[config.mk]
export PLATFORM = sky130hd
export DESIGN_NAME = ysyx_23060025_clint_flat
export DESIGN_NICKNAME = d
export VERILOG_FILES = /design/src/rtl/ysyx_23060025_clint_pkg.sv /design/src/rtl/ysyx_23060025_clint_if.sv /design/src/rtl/ysyx_23060025_clint_mtime.sv /design/src/rtl/ysyx_23060025_clint.sv /design/src/flat_wrapper.sv
export SDC_FILE = /design/constraint.sdc
export NUM_CORES = 1
export LEC_CHECK = 0
export ABC_AREA = 1
export BUFFER_PORTS_ARGS = -buffer_cell sky130_fd_sc_hd__buf_4
export CAP_MARGIN = 20
export CORE_MARGIN = 10
export CORE_UTILIZATION = 23
export DETAILED_ROUTE_END_ITERATION = 6
export GPL_TIMING_DRIVEN = 0
export PLACE_DENSITY = 0.36
export SYNTH_ARGS = -nofsm -noshare
export SYNTH_HDL_FRONTEND = slang
export SYNTH_HIERARCHICAL = 1
export SYNTH_SLANG_ARGS = --single-unit
[constraint.sdc]
create_clock -name clock -period 2.3 [get_ports clock]
set_input_delay 0.345 -clock clock [delete_from_list [all_inputs] [get_ports clock]]
set_output_delay 0.345 -clock clock [all_outputs]
set_load 0.005 [all_outputs]
[src/rtl/ysyx_23060025_clint_pkg.sv]
// Shared CLINT constants: mtime register offsets and responder FSM states.
// Imported by the interface, the mtime counter and the top-level responder.
package ysyx_23060025_clint_pkg;

    localparam int          CLINT_ADDR_LEN     = 32;
    localparam int          CLINT_DATA_LEN     = 32;
    localparam logic [15:0] CLINT_MTIME_LO_OFF = 16'hBFF8;
    localparam logic [15:0] CLINT_MTIME_HI_OFF = 16'hBFFC;

    typedef enum logic {
        CLINT_IDLE = 1'b0,
        CLINT_RESP = 1'b1
    } clint_state_e;

endpackage

[src/rtl/ysyx_23060025_clint_if.sv]
// Read-address / read-data channel between the crossbar and the CLINT.
// Signal names keep the crossbar's port naming so wiring stays one-to-one.
interface ysyx_23060025_clint_if
    import ysyx_23060025_clint_pkg::*;
#(
    parameter int ADDR_LEN = CLINT_ADDR_LEN,
    parameter int DATA_LEN = CLINT_DATA_LEN
);

    logic [ADDR_LEN-1:0] clint_addr_r_addr_i;
    logic                clint_addr_r_valid_i;
    logic                clint_addr_r_ready_o;
    logic [DATA_LEN-1:0] clint_r_data_o;
    logic                clint_r_valid_o;
    logic                clint_r_last_o;
    logic                clint_r_ready_i;

    modport master (
        output clint_addr_r_addr_i,
        output clint_addr_r_valid_i,
        input  clint_addr_r_ready_o,
        input  clint_r_data_o,
        input  clint_r_valid_o,
        input  clint_r_last_o,
        output clint_r_ready_i
    );

    modport slave (
        input  clint_addr_r_addr_i,
        input  clint_addr_r_valid_i,
        output clint_addr_r_ready_o,
        output clint_r_data_o,
        output clint_r_valid_o,
        output clint_r_last_o,
        input  clint_r_ready_i
    );

endinterface

[src/rtl/ysyx_23060025_clint_mtime.sv]
// Free-running 64-bit mtime with a clock prescaler of TICK_DIV core cycles.
// Counts regardless of bus activity; wraps naturally at 2^64.
module ysyx_23060025_clint_mtime #(
    parameter int TICK_DIV = 1
) (
    input  logic        clock,
    input  logic        reset,
    output logic [63:0] o_mtime
);

    localparam int            PW      = (TICK_DIV > 1) ? $clog2(TICK_DIV) : 1;
    localparam logic [PW-1:0] PRE_MAX = PW'(TICK_DIV - 1);

    logic [PW-1:0] r_pre;
    logic [63:0]   r_mtime;
    logic          w_tick;

    assign w_tick  = (r_pre == PRE_MAX);
    assign o_mtime = r_mtime;

    always_ff @(posedge clock or posedge reset) begin
        if (reset) begin
            r_pre   <= '0;
            r_mtime <= '0;
        end else begin
            r_pre <= w_tick ? '0 : r_pre + PW'(1);
            if (w_tick) begin
                r_mtime <= r_mtime + 64'd1;
            end
        end
    end

endmodule

[src/rtl/ysyx_23060025_clint.sv]
// Read-only CLINT responder: answers single-beat loads of mtime lo/hi.
// A lo read latches the high word so a following hi read is tear-free.
module ysyx_23060025_clint
    import ysyx_23060025_clint_pkg::*;
#(
    parameter int          ADDR_LEN     = CLINT_ADDR_LEN,
    parameter int          DATA_LEN     = CLINT_DATA_LEN,
    parameter logic [15:0] MTIME_LO_OFF = CLINT_MTIME_LO_OFF,
    parameter logic [15:0] MTIME_HI_OFF = CLINT_MTIME_HI_OFF,
    parameter int          TICK_DIV     = 1
) (
    input  logic                  clock,
    input  logic                  reset,
    ysyx_23060025_clint_if.slave  bus
);

    clint_state_e        r_state;
    clint_state_e        w_state_nxt;
    logic [DATA_LEN-1:0] r_rdata;
    logic [DATA_LEN-1:0] w_rdata;
    logic [31:0]         r_shadow_hi;
    logic [31:0]         w_shadow_hi_nxt;
    logic                r_shadow_vld;
    logic                w_shadow_vld_nxt;
    logic [63:0]         w_mtime;
    logic [ADDR_LEN-1:0] w_addr;
    logic [15:0]         w_off;
    logic                w_ar_ready;
    logic                w_r_valid;
    logic                w_ar_fire;
    logic                w_unused_addr;

    ysyx_23060025_clint_mtime #(
        .TICK_DIV (TICK_DIV)
    ) u_mtime (
        .clock   (clock),
        .reset   (reset),
        .o_mtime (w_mtime)
    );

    // The crossbar already selected this device; only the low offset matters.
    assign w_addr        = bus.clint_addr_r_addr_i;
    assign w_off         = w_addr[15:0];
    assign w_unused_addr = ^w_addr[ADDR_LEN-1:16];
    assign w_ar_fire     = w_ar_ready & bus.clint_addr_r_valid_i;

    always_comb begin
        w_state_nxt = r_state;
        w_ar_ready  = 1'b0;
        w_r_valid   = 1'b0;
        unique case (r_state)
            CLINT_IDLE: begin
                w_ar_ready = 1'b1;
                if (bus.clint_addr_r_valid_i) begin
                    w_state_nxt = CLINT_RESP;
                end
            end
            CLINT_RESP: begin
                w_r_valid = 1'b1;
                if (bus.clint_r_ready_i) begin
                    w_state_nxt = CLINT_IDLE;
                end
            end
            default: w_state_nxt = CLINT_IDLE;
        endcase
    end

    // Decode uses mtime as seen on the handshake edge, before its increment.
    always_comb begin
        w_rdata          = '0;
        w_shadow_hi_nxt  = r_shadow_hi;
        w_shadow_vld_nxt = r_shadow_vld;
        if (w_ar_fire) begin
            if (w_off == MTIME_LO_OFF) begin
                w_rdata          = w_mtime[DATA_LEN-1:0];
                w_shadow_hi_nxt  = w_mtime[63:32];
                w_shadow_vld_nxt = 1'b1;
            end else if (w_off == MTIME_HI_OFF) begin
                w_rdata          = r_shadow_vld ? r_shadow_hi : w_mtime[63:32];
                w_shadow_vld_nxt = 1'b0;
            end
        end
    end

    always_ff @(posedge clock or posedge reset) begin
        if (reset) begin
            r_state      <= CLINT_IDLE;
            r_rdata      <= '0;
            r_shadow_hi  <= '0;
            r_shadow_vld <= 1'b0;
        end else begin
            r_state      <= w_state_nxt;
            r_shadow_hi  <= w_shadow_hi_nxt;
            r_shadow_vld <= w_shadow_vld_nxt;
            if (w_ar_fire) begin
                r_rdata <= w_rdata;
            end
        end
    end

    assign bus.clint_addr_r_ready_o = w_ar_ready & ~reset;
    assign bus.clint_r_valid_o      = w_r_valid;
    assign bus.clint_r_last_o       = w_r_valid;
    assign bus.clint_r_data_o       = w_r_valid ? r_rdata : '0;

endmodule

[src/flat_wrapper.sv]
// flat-port wrapper written by rule: the top's interface ports become plain ports
module ysyx_23060025_clint_flat import ysyx_23060025_clint_pkg::*;
#(
    parameter int          ADDR_LEN     = CLINT_ADDR_LEN,
    parameter int          DATA_LEN     = CLINT_DATA_LEN,
    parameter logic [15:0] MTIME_LO_OFF = CLINT_MTIME_LO_OFF,
    parameter logic [15:0] MTIME_HI_OFF = CLINT_MTIME_HI_OFF,
    parameter int          TICK_DIV     = 1
)
  (clock, reset, bus_clint_addr_r_addr_i, bus_clint_addr_r_valid_i, bus_clint_addr_r_ready_o, bus_clint_r_data_o, bus_clint_r_valid_o, bus_clint_r_last_o, bus_clint_r_ready_i);
  ysyx_23060025_clint_if #(.ADDR_LEN(ADDR_LEN), .DATA_LEN(DATA_LEN)) bus_i ();
  input  logic clock;
  input  logic reset;
  input wire logic [$bits(bus_i.clint_addr_r_addr_i)-1:0] bus_clint_addr_r_addr_i;
  input wire logic [$bits(bus_i.clint_addr_r_valid_i)-1:0] bus_clint_addr_r_valid_i;
  output wire logic [$bits(bus_i.clint_addr_r_ready_o)-1:0] bus_clint_addr_r_ready_o;
  output wire logic [$bits(bus_i.clint_r_data_o)-1:0] bus_clint_r_data_o;
  output wire logic [$bits(bus_i.clint_r_valid_o)-1:0] bus_clint_r_valid_o;
  output wire logic [$bits(bus_i.clint_r_last_o)-1:0] bus_clint_r_last_o;
  input wire logic [$bits(bus_i.clint_r_ready_i)-1:0] bus_clint_r_ready_i;
  assign bus_i.clint_addr_r_addr_i = bus_clint_addr_r_addr_i;
  assign bus_i.clint_addr_r_valid_i = bus_clint_addr_r_valid_i;
  assign bus_clint_addr_r_ready_o = bus_i.clint_addr_r_ready_o;
  assign bus_clint_r_data_o = bus_i.clint_r_data_o;
  assign bus_clint_r_valid_o = bus_i.clint_r_valid_o;
  assign bus_clint_r_last_o = bus_i.clint_r_last_o;
  assign bus_i.clint_r_ready_i = bus_clint_r_ready_i;
  ysyx_23060025_clint #(.ADDR_LEN(ADDR_LEN), .DATA_LEN(DATA_LEN), .MTIME_LO_OFF(MTIME_LO_OFF), .MTIME_HI_OFF(MTIME_HI_OFF), .TICK_DIV(TICK_DIV)) u_core (.clock(clock), .reset(reset), .bus(bus_i));
endmodule
==> metrics.txt <==
leakage=4.23 nW; PD cells=575 nW/um2; worst setup path class=register to primary output; Worst Path Max Fanout=10; highest routed layer=met4; FMAX=0.483 GHz; largest net degree at the start of global routing=63; #FFs+latches synth=130; area taken by multi-input logic gates=3550 um2; Routed WL per cell=16.4 um; final wirelength=25200 um; CP Capture Type=primary output; Post-CTS Repair Setup Buffers=0; clock slew at reported path FFs=60 ps; first-pass GRT wire length=39700 um; CP cell instances=buf_2 -> clkbuf_1 -> nand2_1 -> inv_1 -> buf_4; TritonRoute pass-1 iters=5; RSZ-0062 raised after global routing=no; DRT met1 WL=12400 um; Clk Latency, worst-skew pair=420 ps; H-tree depth=4; Syn Inst Count=1015; register area=3250 um2; grt ovf=0; Max Cap Viol=0; largest family of logic cells by synthesized area=simple AND/OR/NAND/NOR gates; Hold Path Class=input port to register; Synth Area in Compound Gates=6.85%; initial antenna violation count=0; Initial Util=23.5%; GRT Resource Usage Total=12.7%; CTS sink count=130; wire length on met2=11700 um; DRT iter0 DRCs=438; min Tclk post-route=2070 ps; Clk Tree Root Cell=clkbuf_16; fin crit share=89.9%; CP arrival=1720 ps; adder-cell share of the synthesized area=0.168%; Critical Path RT=1960 ps; ANT cells=0; Post-DRT Antenna Nets=0; share of layout cells above drive strength 1=16.0%; Vias/cell=4.22; I/O Buffers=54; Post-route DRC=0; DP HPWL=20000 um; mux cell area share after synthesis=0%; CTS tree=built; vias in the first global route=6479; Final Max Tran Viols=0; Post-Syn Area per Cell=7.36 um2; routability cong.=0.838; CTS buffer count=17; Area Overhead vs Synth=21.3%; total negative setup slack=0 ps; WP buf/inv=4; Met3 Wirelength=708 um; status=completed; worst slew pin tran=560 ps; DR vias=6488; Cell Area, Synth=7470 um2; die width=200 um; Nets=1128; Simple-Gate Fraction of Synth Area=36.9%; Core ar.=31800 um2; Critical-path top delay cell=dfrtp_1; critical path's top delay family=buffers and inverters; yosys warns=6; total power=5.21 mW; Peak VDD IR=0.380 mV; IO Pins=71; most common cell after layout, fill and taps aside=nand2_1; Startpoint Class=register; xor/xnor share of the synthesized area=3.64%; most frequent cells in the layout=339 x nand2_1, 130 x dfrtp_1, 115 x inv_1, 113 x nor2_1, 72 x nand3_1; # rows=65; Hold Slack=95.3 ps; Syn Nets=1052; die height=200 um; Slew HR=62.7%; sequential element share of the synthesized area=43.6%; Die ar.=40100 um2; clk buf depth=2; Hold Vio Cnt, Final=0; Distinct cells, synth=26; worst clock skew=11.2 ps; crit-path max cell delay=370 ps; Fillers=3474; Final Setup Violations=0
-- worst paths after layout --
kind | from | to | slack [ps] | cells past startpoint
max | u_core/r_state | bus_clint_r_data_o[12] | 230 | 5
min | bus_clint_r_ready_i | u_core/r_state | 100 | 2
min in group asynchronous | reset | u_core/r_shadow_hi[24] | 380 | 3
max in group asynchronous | reset | u_core/u_mtime/o_mtime[2] | 1230 | 4
min reg2reg | u_core/r_shadow_hi[8] | u_core/r_shadow_hi[8] | 480 | 2
max reg2reg | u_core/u_mtime/o_mtime[22] | u_core/u_mtime/o_mtime[34] | 520 | 7
-- metrics by stage --
| step | cell area (um2) | utilization [%] | std cells | worst slack [ps] |
|---|---|---|---|---|
| floorplan | 7470 | - | 1015 | 300 |
| global placement | 8420 | 26.5 | 1504 | -932 |
| detailed placement | 8470 | 26.6 | 1506 | 501 |
| CTS | 9050 | 28.5 | 1537 | 71.5 |
| global route | 9050 | 28.5 | 1537 | 23.4 |
| finish | 9050 | 28.5 | 1537 | 231 |
-- metal layers --
metal  up-vias  GRT usage, %
met2        92          19.9
met3        18          2.32
met4         0          3.49
li1       3347             -
met5         -             0
met1      3031          17.5
-- synthesized netlist by cell type (all sizes together) --
library cell,number,share of area [%]
dfrtp,130,44
nand4,40,3.4
nand3b,5,0.50
nand2,356,19
ha,1,0.17
xnor2,20,2.3
xor2,11,1.3
inv,120,6.0
buf,22,2.0
clkbuf,15,0.75
nor2,135,8.9
o21ai,85,6.9
nand3,74,5.1
clkinv,1,0.067
-- registers in the layout, summed over array words and instances, names as in the netlist --
name,flops
u_core/u_mtime/o_mtime,64
u_core/r_rdata,32
u_core/r_shadow_hi,32
u_core/r_shadow_vld,1
u_core/r_state,1
-- where the power goes --
part / internal, mW / switching (mW) / total (mW) / leakage [nW]
sequential: 2.29 / 0.00194 / 2.29 / 1.80
clock: 1.61 / 1.09 / 2.70 / 0.267
combinational: 0.0634 / 0.150 / 0.214 / 2.16
total: 3.97 / 1.24 / 5.21 / 4.23
-- kinds of logic after synthesis --
family,Yosys count
xor gates and xnor gates,31
DFF,130
AOI/OAI and AO/OA,85
buffers and inverters,158
adders and majority gates,1
and+or+nand+nor,610
-- layout make-up --
cell class | instances | area share [%]
Buffer | 37 | 2.34
Clock buffer | 18 | 4.85
Clock inverter | 12 | 1.48
Inverter | 121 | 5.08
Multi-Input combinational cell | 727 | 39.2
Sequential cell | 130 | 35.9
Tap cell | 435 | 6.01
Timing Repair Buffer | 57 | 5.11
-- repair_timing --
action                     4_1_cts  5_1_grt
hold endpoints to repair        34        0
hold buffers                     1        0
setup endpoints to repair        0       19
gates resized for setup          0        4
No activity file was read; power rests on OpenSTA's default activity.
